==> config.mk <==
export PLATFORM = sky130hd
export DESIGN_NAME = nco_ctrl
export DESIGN_NICKNAME = d
export VERILOG_FILES = /design/src/rtl/nco_ctrl.sv
export SDC_FILE = /design/constraint.sdc
export NUM_CORES = 1
export LEC_CHECK = 0
export CAP_MARGIN = 20
export CORE_MARGIN = 10
export CORE_UTILIZATION = 55
export DETAILED_ROUTE_END_ITERATION = 8
export HOLD_SLACK_MARGIN = 0.08
export PLACE_DENSITY_LB_ADDON = 0.12
export SYNTH_ARGS = -nofsm -noshare
export SYNTH_HDL_FRONTEND = slang
export SYNTH_SLANG_ARGS = --single-unit
==> constraint.sdc <==
create_clock -name i_clk -period 5.2 [get_ports i_clk]
set_input_delay 0.52 -clock i_clk [delete_from_list [all_inputs] [get_ports i_clk]]
set_output_delay 0.52 -clock i_clk [all_outputs]
set_load 0.01 [all_outputs]
==> src/rtl/nco_ctrl.sv <==
// Burst controller for a table-based NCO: phase accumulation, sine-table addressing and a 4-deep output FIFO.
// Optional macro NCO_CHIRP_EN adds a per-issue frequency step (linear chirp).
module nco_ctrl #(
  parameter int unsigned PHASE_W = 32,
  parameter int unsigned ADDR_W  = 10,
  parameter int unsigned WIDTH   = 24,
  parameter int unsigned CNT_W   = 16
) (
  input  logic               i_clk,
  input  logic               i_rst_n,
  input  logic               i_cfg_valid,
  output logic               o_cfg_ready,
  input  logic [PHASE_W-1:0] i_cfg_ftw,
  input  logic [ADDR_W-1:0]  i_cfg_pofs,
  input  logic [CNT_W-1:0]   i_cfg_len,
`ifdef NCO_CHIRP_EN
  input  logic [PHASE_W-1:0] i_cfg_fstep,
`endif
  input  logic               i_start,
  input  logic               i_stop,
  output logic [ADDR_W-1:0]  o_phase_count,
  input  logic [WIDTH-1:0]   i_sine_data,
  output logic [WIDTH-1:0]   o_sample,
  output logic               o_sample_valid,
  input  logic               i_sample_ready,
  output logic               o_busy,
  output logic               o_done
);

  localparam logic [1:0] ST_IDLE  = 2'd0;
  localparam logic [1:0] ST_RUN   = 2'd1;
  localparam logic [1:0] ST_DRAIN = 2'd2;
  localparam int unsigned SHIFT   = PHASE_W - ADDR_W;

  logic [1:0]         state_q, state_d;
  logic [PHASE_W-1:0] ftw_q, ftw_d;
  logic [ADDR_W-1:0]  pofs_q, pofs_d;
  logic [CNT_W-1:0]   len_q, len_d;
  logic [PHASE_W-1:0] acc_q, acc_d;
  logic [CNT_W-1:0]   cnt_q, cnt_d;
  logic [ADDR_W-1:0]  phase_q, phase_d;
  logic               v1_q, v2_q;
  logic               done_q, done_d;
`ifdef NCO_CHIRP_EN
  logic [PHASE_W-1:0] fstep_q, fstep_d;
  logic [PHASE_W-1:0] wftw_q, wftw_d;
`endif

  logic [WIDTH-1:0]   mem_q [4];
  logic [1:0]         wr_ptr_q, rd_ptr_q;
  logic [2:0]         count_q, count_d;

  logic               start, run_iss, iss, credit, have_cnt, push, pop;
  logic [PHASE_W-1:0] acc_base, step, pofs_ext;

  assign pofs_ext = {pofs_q, {SHIFT{1'b0}}};
  assign start    = (state_q == ST_IDLE) && i_start;
  // Credit counts samples already in the FIFO plus those still travelling through address reg and ROM.
  assign credit   = ({1'b0, count_q} + {3'b000, v1_q} + {3'b000, v2_q}) < 4'd4;
  assign have_cnt = (len_q == '0) || (cnt_q != '0);
  assign run_iss  = (state_q == ST_RUN) && have_cnt && credit;
  // The first address goes out on the start edge so the first sample lands two cycles later.
  assign iss      = start || run_iss;
  assign acc_base = start ? '0 : acc_q;
`ifdef NCO_CHIRP_EN
  assign step     = start ? ftw_q : wftw_q;
`else
  assign step     = ftw_q;
`endif
  assign push     = v2_q;
  assign pop      = o_sample_valid && i_sample_ready;

  always_comb begin
    state_d = state_q;
    ftw_d   = ftw_q;
    pofs_d  = pofs_q;
    len_d   = len_q;
    acc_d   = acc_q;
    cnt_d   = cnt_q;
    phase_d = phase_q;
    done_d  = 1'b0;
    count_d = count_q + {2'b00, push} - {2'b00, pop};
`ifdef NCO_CHIRP_EN
    fstep_d = fstep_q;
    wftw_d  = wftw_q;
`endif

    if (i_cfg_valid && (state_q == ST_IDLE)) begin
      ftw_d  = i_cfg_ftw;
      pofs_d = i_cfg_pofs;
      len_d  = i_cfg_len;
`ifdef NCO_CHIRP_EN
      fstep_d = i_cfg_fstep;
`endif
    end

    if (iss) begin
      phase_d = ADDR_W'((acc_base + pofs_ext) >> SHIFT);
      acc_d   = acc_base + step;
`ifdef NCO_CHIRP_EN
      wftw_d  = step + fstep_q;
`endif
    end

    case (state_q)
      ST_IDLE: begin
        if (i_start) begin
          state_d = ST_RUN;
          cnt_d   = (len_q == '0) ? '0 : len_q - 1'b1;
        end
      end
      ST_RUN: begin
        if (run_iss && (len_q != '0)) cnt_d = cnt_q - 1'b1;
        if (i_stop || !have_cnt || (run_iss && (len_q != '0) && (cnt_q == CNT_W'(1))))
          state_d = ST_DRAIN;
      end
      ST_DRAIN: begin
        if (!v1_q && !v2_q && (count_q == '0)) begin
          state_d = ST_IDLE;
          done_d  = 1'b1;
        end
      end
      default: state_d = ST_IDLE;
    endcase
  end

  always_ff @(posedge i_clk or negedge i_rst_n) begin
    if (!i_rst_n) begin
      state_q <= ST_IDLE;
      ftw_q   <= '0;
      pofs_q  <= '0;
      len_q   <= '0;
      acc_q   <= '0;
      cnt_q   <= '0;
      phase_q <= '0;
      v1_q    <= 1'b0;
      v2_q    <= 1'b0;
      done_q  <= 1'b0;
      count_q <= '0;
`ifdef NCO_CHIRP_EN
      fstep_q <= '0;
      wftw_q  <= '0;
`endif
    end else begin
      state_q <= state_d;
      ftw_q   <= ftw_d;
      pofs_q  <= pofs_d;
      len_q   <= len_d;
      acc_q   <= acc_d;
      cnt_q   <= cnt_d;
      phase_q <= phase_d;
      v1_q    <= iss;
      v2_q    <= v1_q;
      done_q  <= done_d;
      count_q <= count_d;
`ifdef NCO_CHIRP_EN
      fstep_q <= fstep_d;
      wftw_q  <= wftw_d;
`endif
    end
  end

  always_ff @(posedge i_clk or negedge i_rst_n) begin
    if (!i_rst_n) begin
      for (int unsigned i = 0; i < 4; i++) mem_q[i] <= '0;
      wr_ptr_q <= '0;
      rd_ptr_q <= '0;
    end else begin
      if (push) begin
        mem_q[wr_ptr_q] <= i_sine_data;
        wr_ptr_q        <= wr_ptr_q + 2'd1;
      end
      if (pop) rd_ptr_q <= rd_ptr_q + 2'd1;
    end
  end

  assign o_cfg_ready    = (state_q == ST_IDLE);
  assign o_phase_count  = phase_q;
  assign o_sample       = mem_q[rd_ptr_q];
  assign o_sample_valid = (count_q != '0);
  assign o_busy         = (state_q != ST_IDLE);
  assign o_done         = done_q;

endmodule

==> reports/results.ini <==
[route]
dr_total_vias = 8260
wl_per_cell_um = 17.7
drtPass1Iterations = 5
antenna_left = 0
avgViaCountPerCell = 5.71
drc = 0
routed_wl_um = 25700
drtIter0Drc = 605

[power]
seqPwrFrac_pct = 30.8
internal-power_uw = 6560
p_leak_uw = 0.00597
power_density_mw_per_mm2 = 758
p_sw_uw = 4150
vdd_drop_max_mv = 0.412
combPwrFrac_pct = 53.7
swShare_pct = 38.7
clkPwrFrac_pct = 15.5

[sta]
max_freq_mhz = 240
fin_crit_sh_pct = 80.0
skew_ns = 0.00833
rsz0062_at_grt = no
setup_viol = 0
worstMarginPinSlew_ns = 1.01
finalMaxSlewViolations = 0
setup_tns_ns = 0
period_minus_slack_ns = 4.16
slew_headroom_pct = 32.6
timing.hold.ws_ns = 0.0777
hold_violations = 0

[final_layout]
diodes = 0
fin_nets = 1297
drive_gt1_share_pct = 20.9
area_delta_synth_final_pct = 19.3
final_cell_count_no_fill = 1446

[die]
core_mm2 = 0.0211
dieArea_mm2 = 0.0278
die_w_um = 167
die_h_um = 167
io_pins = 126
num_rows = 53
start_util_pct = 56.2

[global_routing]
antenna_found_initial = 0
grt_pass1_wl_um = 43500
grt_pass1_vias = 8504
globalRouteOverflowTotal = 0
grt_max_degree = 130
grt.total_usage_pct = 18.3

[flow_run]
max_cap_violations = 0

[setup_path]
crit_chain = clkdlybuf4s50_1 -> or3b_1 -> and2_1 -> ha_1 -> fa_1 -> a211oi_1 -> o21bai_1 -> o2111a_1 -> nor2_1 -> a21oi_1 -> a2111oi_0 -> o21ai_0 -> xnor2_1 -> o21ai_0
crit_path_max_fanout = 12
critPathCaptureType = flop
required_ns = 5.58
ff2ff_path_depth = 13
worst_path_most_repeated_cell = o21ai_0
r2r_setup_slack_ns = 1.11
critPathSlowestCell = a2111oi_0
r2r-end = acc_q[30]
cp.arrival_ns = 4.54
r2r_start = state_q[1]
crit_type = in -> reg
critPathLaunch = i_start
worst_setup_path_start_kind = input pin
max_stage_delay_ns = 0.62

[placed_design]
placed_cells = 1403
port_buffers = 125
gp_congestion = 0.858
dp_hpwl_um = 18000

[yosys]
ys_top_cells_by_count = dfrtp_1 (224), mux2_2 (152), a21oi_1 (71)
avgSynthCellArea_um2 = 11.4
ys.flop_type = dfrtp_1
async_flop_share_pct = 100
yosys.area.top_type_share_pct = 47.3
synth_cell_types = 60
synth_warnings = 0
synth_top_cell_by_area = dfrtp_1
synth-edff-count = 0
synthCells = 1039
syn_area_mm2 = 0.0118
ys_seq_elements = 224
yosysMostFrequentCell = dfrtp_1
synth_area_leaders = dfrtp_1 (47%), mux2_2 (14%), ha_1 (5.5%), mux4_2 (4.6%), a21oi_1 (3.0%)
synth_fp_nets = 1181
ys_seq_area_share_pct = 47.3

[clocking]
cts_tree = done
cts_buffer_depth = 3
hold_buffers = 0
post_cts_buffers = 0
ctsResizeCount = 0
root_buffer = clkbuf_16
clkLatencyLatePin_ns = 0.51
clk_pin_slew_ns = 0.06
cts-buffers-inserted = 25
htreeDepth = 1
clock_sinks = 224

[status]
status = finished clean

[worst_hold_path]
min_path_type = in -> async

-- state kept, by name, summed over array words and instances (netlist names) --
register and flops:
count_q 3, v1_q 1, acc_q 32, ftw_q 32
push 1, wr_ptr_q 2, mem_q 96, state_q 2
cnt_q 16, o_done 1, rd_ptr_q 2, o_phase_count 10
len_q 16, pofs_q 10
-- worst max-delay path: cells and delay by family --
family	cells	cell delay, ns
XOR/XNOR	1	0.16
AO/OA/AOI/OAI	7	1.78
buffers and inverters	1	0.51
adder cells (fa/ha/maj)	2	0.65
AND/OR/NAND/NOR	3	0.93
-- power groups by stage --
| stage | Sequential [µW] | Combinational [µW] | Clock (µW) |
|---|---|---|---|
| floorplan | 3070 | 4340 | 0 |
| global placement | 3290 | 5640 | 0 |
| detailed placement | 3330 | 5760 | 0 |
| CTS | 3310 | 5790 | 1700 |
| global route | 3430 | 6410 | 1790 |
| finish | 3300 | 5750 | 1660 |
-- layer usage --
metal | track usage (%) | part of all wire (%)
met4 | 3.51 | 1.3
met1 | 25.1 | 47
met5 | 0 | 0
met2 | 30.1 | 47
met3 | 3.29 | 4.8
-- cells by family after synthesis --
| logic type | synth area share, % |
|---|---|
| and+or+nand+nor | 10.4 |
| adders and majority gates | 6.00 |
| buffers and inverters | 2.44 |
| DFF | 47.3 |
| muxes | 19.0 |
| AOI/OAI and AO/OA | 10.8 |
| xor gates and xnor gates | 3.99 |
-- how the worst max path moves through the flow --
stage,to,slack [ns],cells past startpoint
after floorplan,acc_q[30],1.45,14
after global placement,acc_q[30],0.56,14
after detailed placement,acc_q[30],0.52,14
after CTS,acc_q[30],1.05,14
after global routing,acc_q[30],0.77,13
final,acc_q[30],1.04,14
-- layout make-up --
cell class	instances	area, µm²
Clock inverter	12	98.8
Clock buffer	31	668
Timing Repair Buffer	139	1380
Sequential cell	224	5610
Multi-Input combinational cell	742	5950
Tap cell	275	344
Fill cell	1647	6960
Inverter	23	86.3
-- through the flow --
| stage | instance area, µm² | total power [µW] | util [%] | worst slack (ns) |
|---|---|---|---|---|
| after global placement | 13400 | 8930 | 63.3 | 0.563 |
| final | 14100 | 10700 | 67.0 | 1.04 |
| after floorplan | 11800 | 7410 | - | 1.45 |
| after CTS | 14100 | 10800 | 67.0 | 1.05 |
| after global routing | 14100 | 11600 | 67.0 | 0.774 |
| after detailed placement | 13400 | 9090 | 63.4 | 0.524 |
-- placed cells by master, fill, tap and decap left out, drive strengths merged, types with 7 or more instances in the layout --
cell type,count
ha,52
clkdlybuf4s50,124
nor3,19
xnor2,27
and3,10
nor2,68
o211ai,7
and2,37
clkbuf,31
dfrtp,224
inv,24
nand3,10
mux2,152
a21o,8
xor2,27
nand2,64
a211oi,10
nor2b,7
a31oi,9
buf,15
a21oi,72
mux4,24
o21ai,60
(Power assumes the default switching activity.)
